File: src/rtl/mem_arb_pkg.sv
// Shared types and constants for the unified-memory port arbiter.
package mem_arb_pkg;

  typedef enum logic [1:0] {IDLE, ACCESS, RESP} state_t;
  typedef enum logic [1:0] {OWN_IF, OWN_D, OWN_X} owner_t;

  localparam logic [31:0] TIMEOUT_RDATA = 32'hDEAD_BEEF;
  localparam int unsigned CNT_W         = 8;

endpackage

File: src/rtl/mem_port_arbiter_wait_timer.sv
// Memory wait-state counter: held clear outside an access, counts up inside it,
// flags terminal count when it reaches TIMEOUT.
module wait_timer
  import mem_arb_pkg::*;
#(
  parameter int unsigned TIMEOUT = 15
) (
  input  logic clk,
  input  logic arst,
  input  logic clr,
  input  logic inc,
  output logic tc
);

  logic [CNT_W-1:0] cnt;

  always_ff @(posedge clk or negedge arst) begin
    if (!arst) begin
      cnt <= '0;
    end else if (clr) begin
      cnt <= '0;
    end else if (inc && !tc) begin
      cnt <= cnt + CNT_W'(1);
    end
  end

  assign tc = (cnt == CNT_W'(TIMEOUT));

endmodule

File: src/rtl/mem_port_arbiter.sv
// Single-port memory arbiter/sequencer: loader, data and fetch requesters share
// one memory through an IDLE -> ACCESS -> RESP handshake with wait-state timeout.
module mem_port_arbiter
  import mem_arb_pkg::*;
#(
  parameter int unsigned AW      = 32,
  parameter int unsigned DW      = 32,
  parameter int unsigned TIMEOUT = 15
) (
  input  logic          clk,
  input  logic          arst,
  input  logic          if_req,
  input  logic [AW-1:0] if_addr,
  output logic          if_gnt,
  output logic          if_rvalid,
  input  logic          d_req,
  input  logic          d_we,
  input  logic [AW-1:0] d_addr,
  input  logic [DW-1:0] d_wdata,
  output logic          d_gnt,
  output logic          d_rvalid,
  input  logic          x_req,
  input  logic          x_we,
  input  logic [AW-1:0] x_addr,
  input  logic [DW-1:0] x_wdata,
  output logic          x_gnt,
  output logic          x_rvalid,
  output logic [DW-1:0] rdata,
  output logic          m_req,
  output logic          m_we,
  output logic [AW-1:0] m_addr,
  output logic [DW-1:0] m_wdata,
  input  logic          m_ready,
  input  logic [DW-1:0] m_rdata,
  output logic          core_en,
  output logic          err
);

  state_t        state, state_nx;
  owner_t        owner, sel;
  logic          gnt_any;
  logic          core_req;
  logic          last_x;
  logic          tmo_tc;
  logic          in_access, in_resp;
  logic          lat_we;
  logic [AW-1:0] lat_addr;
  logic [DW-1:0] lat_wdata;
  logic [DW-1:0] rdata_q;
  logic          err_q;

  assign core_req  = if_req | d_req;
  assign in_access = (state == ACCESS);
  assign in_resp   = (state == RESP);

  // Loader normally wins, but after a loader grant a waiting core gets the next slot.
  always_comb begin
    state_nx = state;
    sel      = OWN_IF;
    gnt_any  = 1'b0;
    case (state)
      IDLE: begin
        if (x_req && !(last_x && core_req)) begin
          sel     = OWN_X;
          gnt_any = 1'b1;
        end else if (d_req) begin
          sel     = OWN_D;
          gnt_any = 1'b1;
        end else if (if_req) begin
          sel     = OWN_IF;
          gnt_any = 1'b1;
        end
        if (gnt_any) state_nx = ACCESS;
      end
      ACCESS: begin
        if (m_ready || tmo_tc) state_nx = RESP;
      end
      RESP: state_nx = IDLE;
      default: state_nx = IDLE;
    endcase
  end

  always_ff @(posedge clk or negedge arst) begin
    if (!arst) state <= IDLE;
    else       state <= state_nx;
  end

  always_ff @(posedge clk or negedge arst) begin
    if (!arst) begin
      owner     <= OWN_IF;
      last_x    <= 1'b0;
      lat_we    <= 1'b0;
      lat_addr  <= '0;
      lat_wdata <= '0;
      rdata_q   <= '0;
      err_q     <= 1'b0;
    end else begin
      if (gnt_any) begin
        owner  <= sel;
        last_x <= (sel == OWN_X);
        case (sel)
          OWN_X: begin
            lat_we    <= x_we;
            lat_addr  <= x_addr;
            lat_wdata <= x_wdata;
          end
          OWN_D: begin
            lat_we    <= d_we;
            lat_addr  <= d_addr;
            lat_wdata <= d_wdata;
          end
          default: begin
            lat_we    <= 1'b0;
            lat_addr  <= if_addr;
            lat_wdata <= '0;
          end
        endcase
      end
      if (in_access && (m_ready || tmo_tc)) begin
        if (m_ready) begin
          rdata_q <= lat_we ? '0 : m_rdata;
        end else begin
          rdata_q <= DW'(TIMEOUT_RDATA);
          err_q   <= 1'b1;
        end
      end
    end
  end

  wait_timer #(.TIMEOUT(TIMEOUT)) u_wait_timer (
    .clk  (clk),
    .arst (arst),
    .clr  (!in_access),
    .inc  (in_access),
    .tc   (tmo_tc)
  );

  assign if_gnt    = gnt_any && (sel == OWN_IF);
  assign d_gnt     = gnt_any && (sel == OWN_D);
  assign x_gnt     = gnt_any && (sel == OWN_X);
  assign if_rvalid = in_resp && (owner == OWN_IF);
  assign d_rvalid  = in_resp && (owner == OWN_D);
  assign x_rvalid  = in_resp && (owner == OWN_X);

  assign m_req   = in_access;
  assign m_we    = in_access && lat_we;
  assign m_addr  = lat_addr;
  assign m_wdata = lat_wdata;
  assign rdata   = rdata_q;
  assign err     = err_q;

  assign core_en = !core_req || (in_resp && (owner != OWN_X));

endmodule

File: config.mk
export PLATFORM = sky130hd
export DESIGN_NAME = mem_port_arbiter
export DESIGN_NICKNAME = d
export VERILOG_FILES = /design/src/rtl/mem_arb_pkg.sv /design/src/rtl/mem_port_arbiter_wait_timer.sv /design/src/rtl/mem_port_arbiter.sv
export SDC_FILE = /design/constraint.sdc
export NUM_CORES = 1
export LEC_CHECK = 0
export CAP_MARGIN = 20
export CELL_PAD_IN_SITES_DETAIL_PLACEMENT = 1
export CELL_PAD_IN_SITES_GLOBAL_PLACEMENT = 1
export CORE_UTILIZATION = 29
export CTS_BUF_LIST = sky130_fd_sc_hd__clkbuf_4 sky130_fd_sc_hd__clkbuf_8 sky130_fd_sc_hd__clkbuf_16
export CTS_CLUSTER_DIAMETER = 100
export DETAILED_ROUTE_END_ITERATION = 7
export GPL_ROUTABILITY_DRIVEN = 0
export PLACE_DENSITY = 0.78
export SLEW_MARGIN = 25
export SYNTH_ARGS = -nofsm -noshare
export SYNTH_HDL_FRONTEND = slang
export SYNTH_HIERARCHICAL = 1
export SYNTH_SLANG_ARGS = --single-unit
File: constraint.sdc
create_clock -name clk -period 2.4 [get_ports clk]
set_input_delay 0.24 -clock clk [delete_from_list [all_inputs] [get_ports clk]]
set_output_delay 0.24 -clock clk [all_outputs]
set_load 0.01 [all_outputs]
==> summary.md, run 1 <==
| Metric | Value |
|---|---|
| Vias in the first global route | `6,045` |
| Slew headroom | `0.749` |
| H-tree Lvls | `3` |
| Slew @ Worst Pin | `377 ps` |
| Fin crit period | `2260 ps` |
| Slew Limit Fails | `0` |
| Complex-gate fraction of the synthesized area | `0.240` |
| Syn. warnings | `6` |
| Startpoint types | `flip-flop` |
| Total power | `approximately 0.010 W` |
| Max-Cap Viols | `0` |
| Initial antenna violation count | `2` |
| Cell Pwr Density | `1050 nW/um2` |
| Global-route wire length before repair | `33.0 mm` |
| Die ar. | `roughly 20,000 um2` |
| Mapped Area | `5740 um2` |
| Crit path DAT | `2020 ps` |
| GR Overflow Total | `0` |
| CP endpoint kind | `output pin` |
| Worst Path Required | `2160 ps` |
| Initial core utilization | `0.295` |
| Synth area leader | `dfrtp_1` |
| DRC viols | `0` |
| Post-Route WL | `about 21 mm` |
| Routed vias | `5,670` |
| Pin count of the biggest net entering global routing | `55` |
| CTS root buf | `clkbuf_16` |
| Die height | `143 um` |
| First-pass DRT Iterations | `4` |
| Commonest non-fill, non-tap cell in the layout | `clkdlybuf4s50_1` |
| Leak Pwr | `3.88 nW` |
| Hold Path Class | `input port to async pin` |
| Synthesized net count | `771` |
| Synth async-reset ratio | `1.00` |
| Worst skew pair latency | `360 ps` |
| Clock slew at reported path FFs | `80 ps` |
| Setup TNS | `0 ps` |
| Worst setup path class | `flip-flop to output pin` |
| Port buffer count | `305` |
| I/O Pins | `306` |
| Fmax achieved | `between 400 and 500 MHz` |
| Worst-case clock buffer depth | `2` |
| Post-Synth Adder-Cell Area | `0.0109` |
| Filler cells | `2,166` |
| Largest family of logic cells by synthesized area | `compound AO/OA/AOI/OAI gates` |
| Std cell rows | `51` |
| Status | `finished clean` |
| # nets final | `between 1k and 1.5k` |
| Top-area cell type share of the netlist area | `0.484` |
| Post-synth EDFFs | `0` |
| TritonCTS clock tree | `done` |
| Post-synthesis sequential area ratio | `0.484` |
| Hold slack | `287 ps` |
| Maximum vdd drop | `0.442 mV` |
| Main synth FF type | `dfrtp_1` |
| Core ar. | `19,500 um2` |
| Unique cell type count in the Yosys netlist | `41` |
| Synth Area in Simple Gates | `0.129` |
| CTS buffer count | `9` |
| Tot GR Track Use | `0.213` |
| Post-Synth XOR/XNOR Area | `0` |
| Post-synthesis mux area share | `0.0867` |
| Final Hold Vio Count | `0` |
| DIE WIDTH | `about 140 um` |
| Area growth from synthesis to final layout | `66.6%` |
| Layout cell share with drive strength beyond 1 | `0.113` |
| Avg WL per Cell | `18.7 um` |
| Synth Instances | `566` |
| Yosys reg bits | `approximately 110` |
| Synth area leaders | `dfrtp_1 (48%), mux2_4 (7.3%), o21ai_0 (6.4%), a22o_1 (5.0%), a22oi_1 (4.2%)` |
| Initial drt markers | `145` |
| CTS sink cnt | `~110` |
| Final setup violating endpoints | `0` |
| Remaining antenna violation count | `0` |
| Period utilization | `0.944` |
| Syn Area/Cell | `10.1 um2` |
| HPWL after detailed placement | `15.8 mm` |
| RSZ-0062 raised after global routing | `false` |
| CP Max Fanout | `5` |
| Most frequent cells in the layout | `clkdlybuf4s50_1 (302), dfrtp_1 (110), o21ai_0 (73)` |
| Setup Skew | `8.36 ps` |
| Via density | `around 5.0` |
through the flow:
| stage | std cells | setup slack [ps] | utilization | area [um2] |
|---|---|---|---|---|
| detailed placement | 1115 | 77.8 | 0.474 | 9220 |
| CTS | 1135 | 25.7 | 0.491 | 9550 |
| global route | 1137 | 17.7 | 0.491 | 9560 |
| floorplan | 566 | 539 | - | 5740 |
| global placement | 1115 | 121 | 0.474 | 9220 |
| finish | 1137 | 135 | 0.491 | 9560 |
synth_stat cells (2+ instances only):
| cell type | instances |
|---|---|
| nor3_1 | 2 |
| clkbuf_2 | 3 |
| nor2b_1 | 26 |
| buf_1 | 4 |
| and2_1 | 4 |
| clkbuf_1 | 30 |
| nand4b_1 | 8 |
| nand2b_1 | 5 |
| ha_1 | 5 |
| buf_2 | 9 |
| inv_1 | 14 |
| nand2_1 | 39 |
| nand3_1 | 4 |
| mux2_2 | 6 |
| nand4_1 | 3 |
| a22o_1 | 33 |
| nor2_1 | 36 |
| a211oi_1 | 2 |
| o21ai_1 | 6 |
| mux2_4 | 28 |
| nor3b_1 | 2 |
| or3_1 | 3 |
| a21oi_1 | 38 |
| a22oi_1 | 32 |
| dfrtp_1 | 111 |
| o22a_1 | 24 |
| o21ai_0 | 73 |
| buf_6 | 3 |
worst max-delay path: stages (launching register included):
cell,delay [ps]
dfrtp_2,440
nor2_4,140
nand3_2,140
buf_4,180
ha_4,140
and2_1,130
clkdlybuf4s50_1,510
cell type report:
class / count / area, um2 / area share
Clock buffer: 9 / 225 / 0.0235
Timing Repair Buffer: 338 / 3390 / 0.355
Inverter: 14 / 52.6 / 0.00549
Tap cell: 265 / 332 / 0.0347
Multi-Input combinational cell: 391 / 2710 / 0.284
Clock inverter: 7 / 63.8 / 0.00667
Sequential cell: 111 / 2780 / 0.291
Antenna cell: 2 / 5.00 / 0.000523
kinds of logic (layout without fill, tap and decap cells):
group / count (synthesis) / count (layout)
AOI/OAI and AO/OA: 212 / 212
and+or+nand+nor: 139 / 139
DFF: 111 / 111
buffers and inverters: 64 / 368
muxes: 35 / 35
adders and majority gates: 5 / 5
other: 0 / 2
report_power, final:
group | leakage [nW] | internal [W] | switching (W)
Clock | 0.136 | 0.000731 | 0.000786
Combinational | 2.37 | 0.00306 | 0.00245
Sequential | 1.38 | 0.00259 | 0.000437
Total | 3.88 | 0.00638 | 0.00367
what timing repair did:
item | CTS | global route
gates resized for setup | 4 | 4
pin swaps | 1 | 0
endpoints found under the setup margin | 3 | 3
setup buffers | 3 | 0
hold buffers | 1 | 0
hold endpoints to repair | 14 | 0
routing by layer:
layer  track usage  share of wire  vias to the layer above
li1              -              -                     2643
met1         0.245           0.40                     2777
met2         0.359           0.48                      219
met3        0.0691          0.091                       31
met4        0.0968          0.025                        0
met5             0              0                        -
final timing paths:
kind | start | end | slack (ps) | depth (start not counted)
max in group asynchronous | arst | m_wdata[7] | 1460 | 3
min in group clk | err | err | 480 | 2
setup / recovery | state[1] | if_gnt | 140 | 6
setup reg to reg | state[1] | m_addr[2] | 360 | 8
hold reg to reg | err | err | 480 | 2
hold / removal | arst | rdata[20] | 290 | 2
sequential cells by signal (all words and copies together), names as in the netlist:
name	cells
err	1
last_x	1
lat_we	1
m_addr	32
m_wdata	32
owner	2
rdata	32
state	2
u_wait_timer/cnt	8
Power figures use the tool's default switching activity.
==> run 2, diff against run 1 <==
--- a/config.mk
+++ b/config.mk
@@ -6,14 +6,13 @@
 export NUM_CORES = 1
 export LEC_CHECK = 0
 export CAP_MARGIN = 20
-export CELL_PAD_IN_SITES_DETAIL_PLACEMENT = 1
-export CELL_PAD_IN_SITES_GLOBAL_PLACEMENT = 1
-export CORE_UTILIZATION = 29
+export CORE_UTILIZATION = 35
 export CTS_BUF_LIST = sky130_fd_sc_hd__clkbuf_4 sky130_fd_sc_hd__clkbuf_8 sky130_fd_sc_hd__clkbuf_16
 export CTS_CLUSTER_DIAMETER = 100
 export DETAILED_ROUTE_END_ITERATION = 7
 export GPL_ROUTABILITY_DRIVEN = 0
-export PLACE_DENSITY = 0.78
+export HOLD_SLACK_MARGIN = 0.02
+export PLACE_DENSITY = 0.69
 export SLEW_MARGIN = 25
 export SYNTH_ARGS = -nofsm -noshare
 export SYNTH_HDL_FRONTEND = slang
==> constraint.sdc (replaced) <==
create_clock -name clk -period 2.1 [get_ports clk]
set_input_delay 0.21 -clock clk [delete_from_list [all_inputs] [get_ports clk]]
set_output_delay 0.21 -clock clk [all_outputs]
set_load 0.01 [all_outputs]
==> summary.md, run 2 (synthesized netlist as in run 1, its figures left out) <==
| Metric | Value |
|---|---|
| Via density | `between 5 and 6` |
| Area growth from synthesis to final layout | `67.0%` |
| Layout cell share with drive strength beyond 1 | `0.116` |
| H-tree Lvls | `3` |
| CP endpoint kind | `output pin` |
| Initial core utilization | `0.360` |
| Fin crit period | `2010 ps` |
| RSZ-0062 raised after global routing | `false` |
| Worst setup path class | `input port to output pin` |
| Global-route wire length before repair | `29.0 mm` |
| Die ar. | `16,900 um2` |
| Worst skew pair latency | `350 ps` |
| Commonest non-fill, non-tap cell in the layout | `clkdlybuf4s50_1` |
| Hold Path Class | `input port to async pin` |
| Avg WL per Cell | `17.4 um` |
| Clock slew at reported path FFs | `70 ps` |
| HPWL after detailed placement | `14.3 mm` |
| Initial antenna violation count | `0` |
| Ant. Diodes | `0` |
| Vias in the first global route | `5,654` |
| Startpoint types | `input port` |
| Setup Skew | `9.24 ps` |
| Maximum vdd drop | `0.700 mV` |
| Final setup violating endpoints | `0` |
| Slew headroom | `0.659` |
| Post-Route WL | `18.9 mm` |
| Area of the multi-input gates | `2720 um2` |
| Slew Limit Fails | `0` |
| First-pass DRT Iterations | `6` |
| CTS root buf | `clkbuf_16` |
| Core ar. | `between 15,000 and 20,000 um2` |
| Port buffer count | `305` |
| Worst Path Required | `1890 ps` |
| # nets final | `about 1.1k` |
| Die height | `130 um` |
| Setup TNS | `0 ps` |
| CP Max Fanout | `5` |
| Sequential standard cell area | `2780 um2` |
| Leak Pwr | `3.96 nW` |
| Routed vias | `about 5.6k` |
| TritonCTS clock tree | `done` |
| Hold slack | `384 ps` |
| Crit path DAT | `about 1800 ps` |
| Design area | `between 9000 and 10,000 um2` |
| Fmax achieved | `497 MHz` |
| Cell Pwr Density | `1210 nW/um2` |
| GR Overflow Total | `0` |
| Slew @ Worst Pin | `between 500 and 600 ps` |
| Tot GR Track Use | `0.225` |
| Post-Route Utilization | `0.601` |
| Filler cells | `1,338` |
| Status | `finished clean` |
| DIE WIDTH | `around 130 um` |
| Worst-case clock buffer depth | `2` |
| DRC viols | `0` |
| CTS sink cnt | `111` |
| I/O Pins | `306` |
| Placed Area | `roughly 9000 um2` |
| Final Hold Vio Count | `0` |
| Max-Cap Viols | `0` |
| Pin count of the biggest net entering global routing | `43` |
| Worst Reg-to-Reg Cells | `8` |
| Std cell rows | `46` |
| CTS buffer count | `9` |
| R2r setup slk | `230 ps` |
| Period utilization | `0.959` |
| Most frequent cells in the layout | `clkdlybuf4s50_1 (296), dfrtp_1 (110), o21ai_0 (73)` |
| Remaining antenna violation count | `0` |
| Initial drt markers | `270` |
-- run 2: cell count changes in the layout (fill, tap and decap cells not counted), sizes merged --
cell | previous run | this run
clkdlybuf4s50 | 302 | 296
buf | 33 | 35
bufinv | 0 | 2
clkdlybuf4s15 | 0 | 2
diode | 2 | 0
dlygate4sd2 | 0 | 2
dlymetal6s2s | 2 | 4
inv | 18 | 16
clkbuf | 9 | 10
clkinvlp | 2 | 1
-- run 2: stage by stage --
stage	total power [W]	std cells	setup slack [ps]
final	0.0116	1088	86.6
after global routing	0.0123	1088	7.42
after CTS	0.0117	1088	5.05
after detailed placement	0.00973	1070	-186
after global placement	0.00959	1070	-129
after floorplan	0.00669	566	239
-- run 2: final timing paths --
path                             start     endpoint
setup / recovery                 d_req        x_gnt
hold / removal                    arst  m_wdata[15]
setup reg to reg              state[0]   m_addr[22]
hold reg to reg                    err          err
max in group asynchronous         arst   m_wdata[2]
min in group clk           m_rdata[29]    rdata[29]
-- run 2: routing by layer --
layer / track usage / wire length (um)
met5: 0 / 0
met4: 0.0670 / 252
met3: 0.0615 / 1490
met2: 0.415 / 9900
met1: 0.250 / 7280
-- run 2: report_power, final --
group          switching (W)  total, W  internal (W)
clock network       0.000806   0.00189       0.00109
registers           0.000481   0.00344       0.00296
logic                0.00273   0.00626       0.00353
total                0.00402    0.0116       0.00758
-- run 2: repair_timing --
| item | 4_1_cts | 5_1_grt |
|---|---|---|
| endpoints found under the hold margin | 34 | 0 |
| hold buffers | 1 | 0 |
| endpoints found under the setup margin | 7 | 25 |
| gates resized for setup | 8 | 12 |
| setup buffers | 1 | 0 |
-- run 2: layout make-up --
type	instances	area share
clock buffers	10	0.0249
flip-flops and latches	111	0.290
clock inverters	6	0.00940
repair buffers	340	0.358
multi-input cells	391	0.284
well taps	216	0.0282
inverters	14	0.00548
-- run 2: critical path, stage by stage --
cell	delay, ps
clkdlybuf4s50_1	450
o21ai_0	320
nand3_4	140
inv_1	90
ha_2	200
and2_1	120
dlygate4sd2_1	290
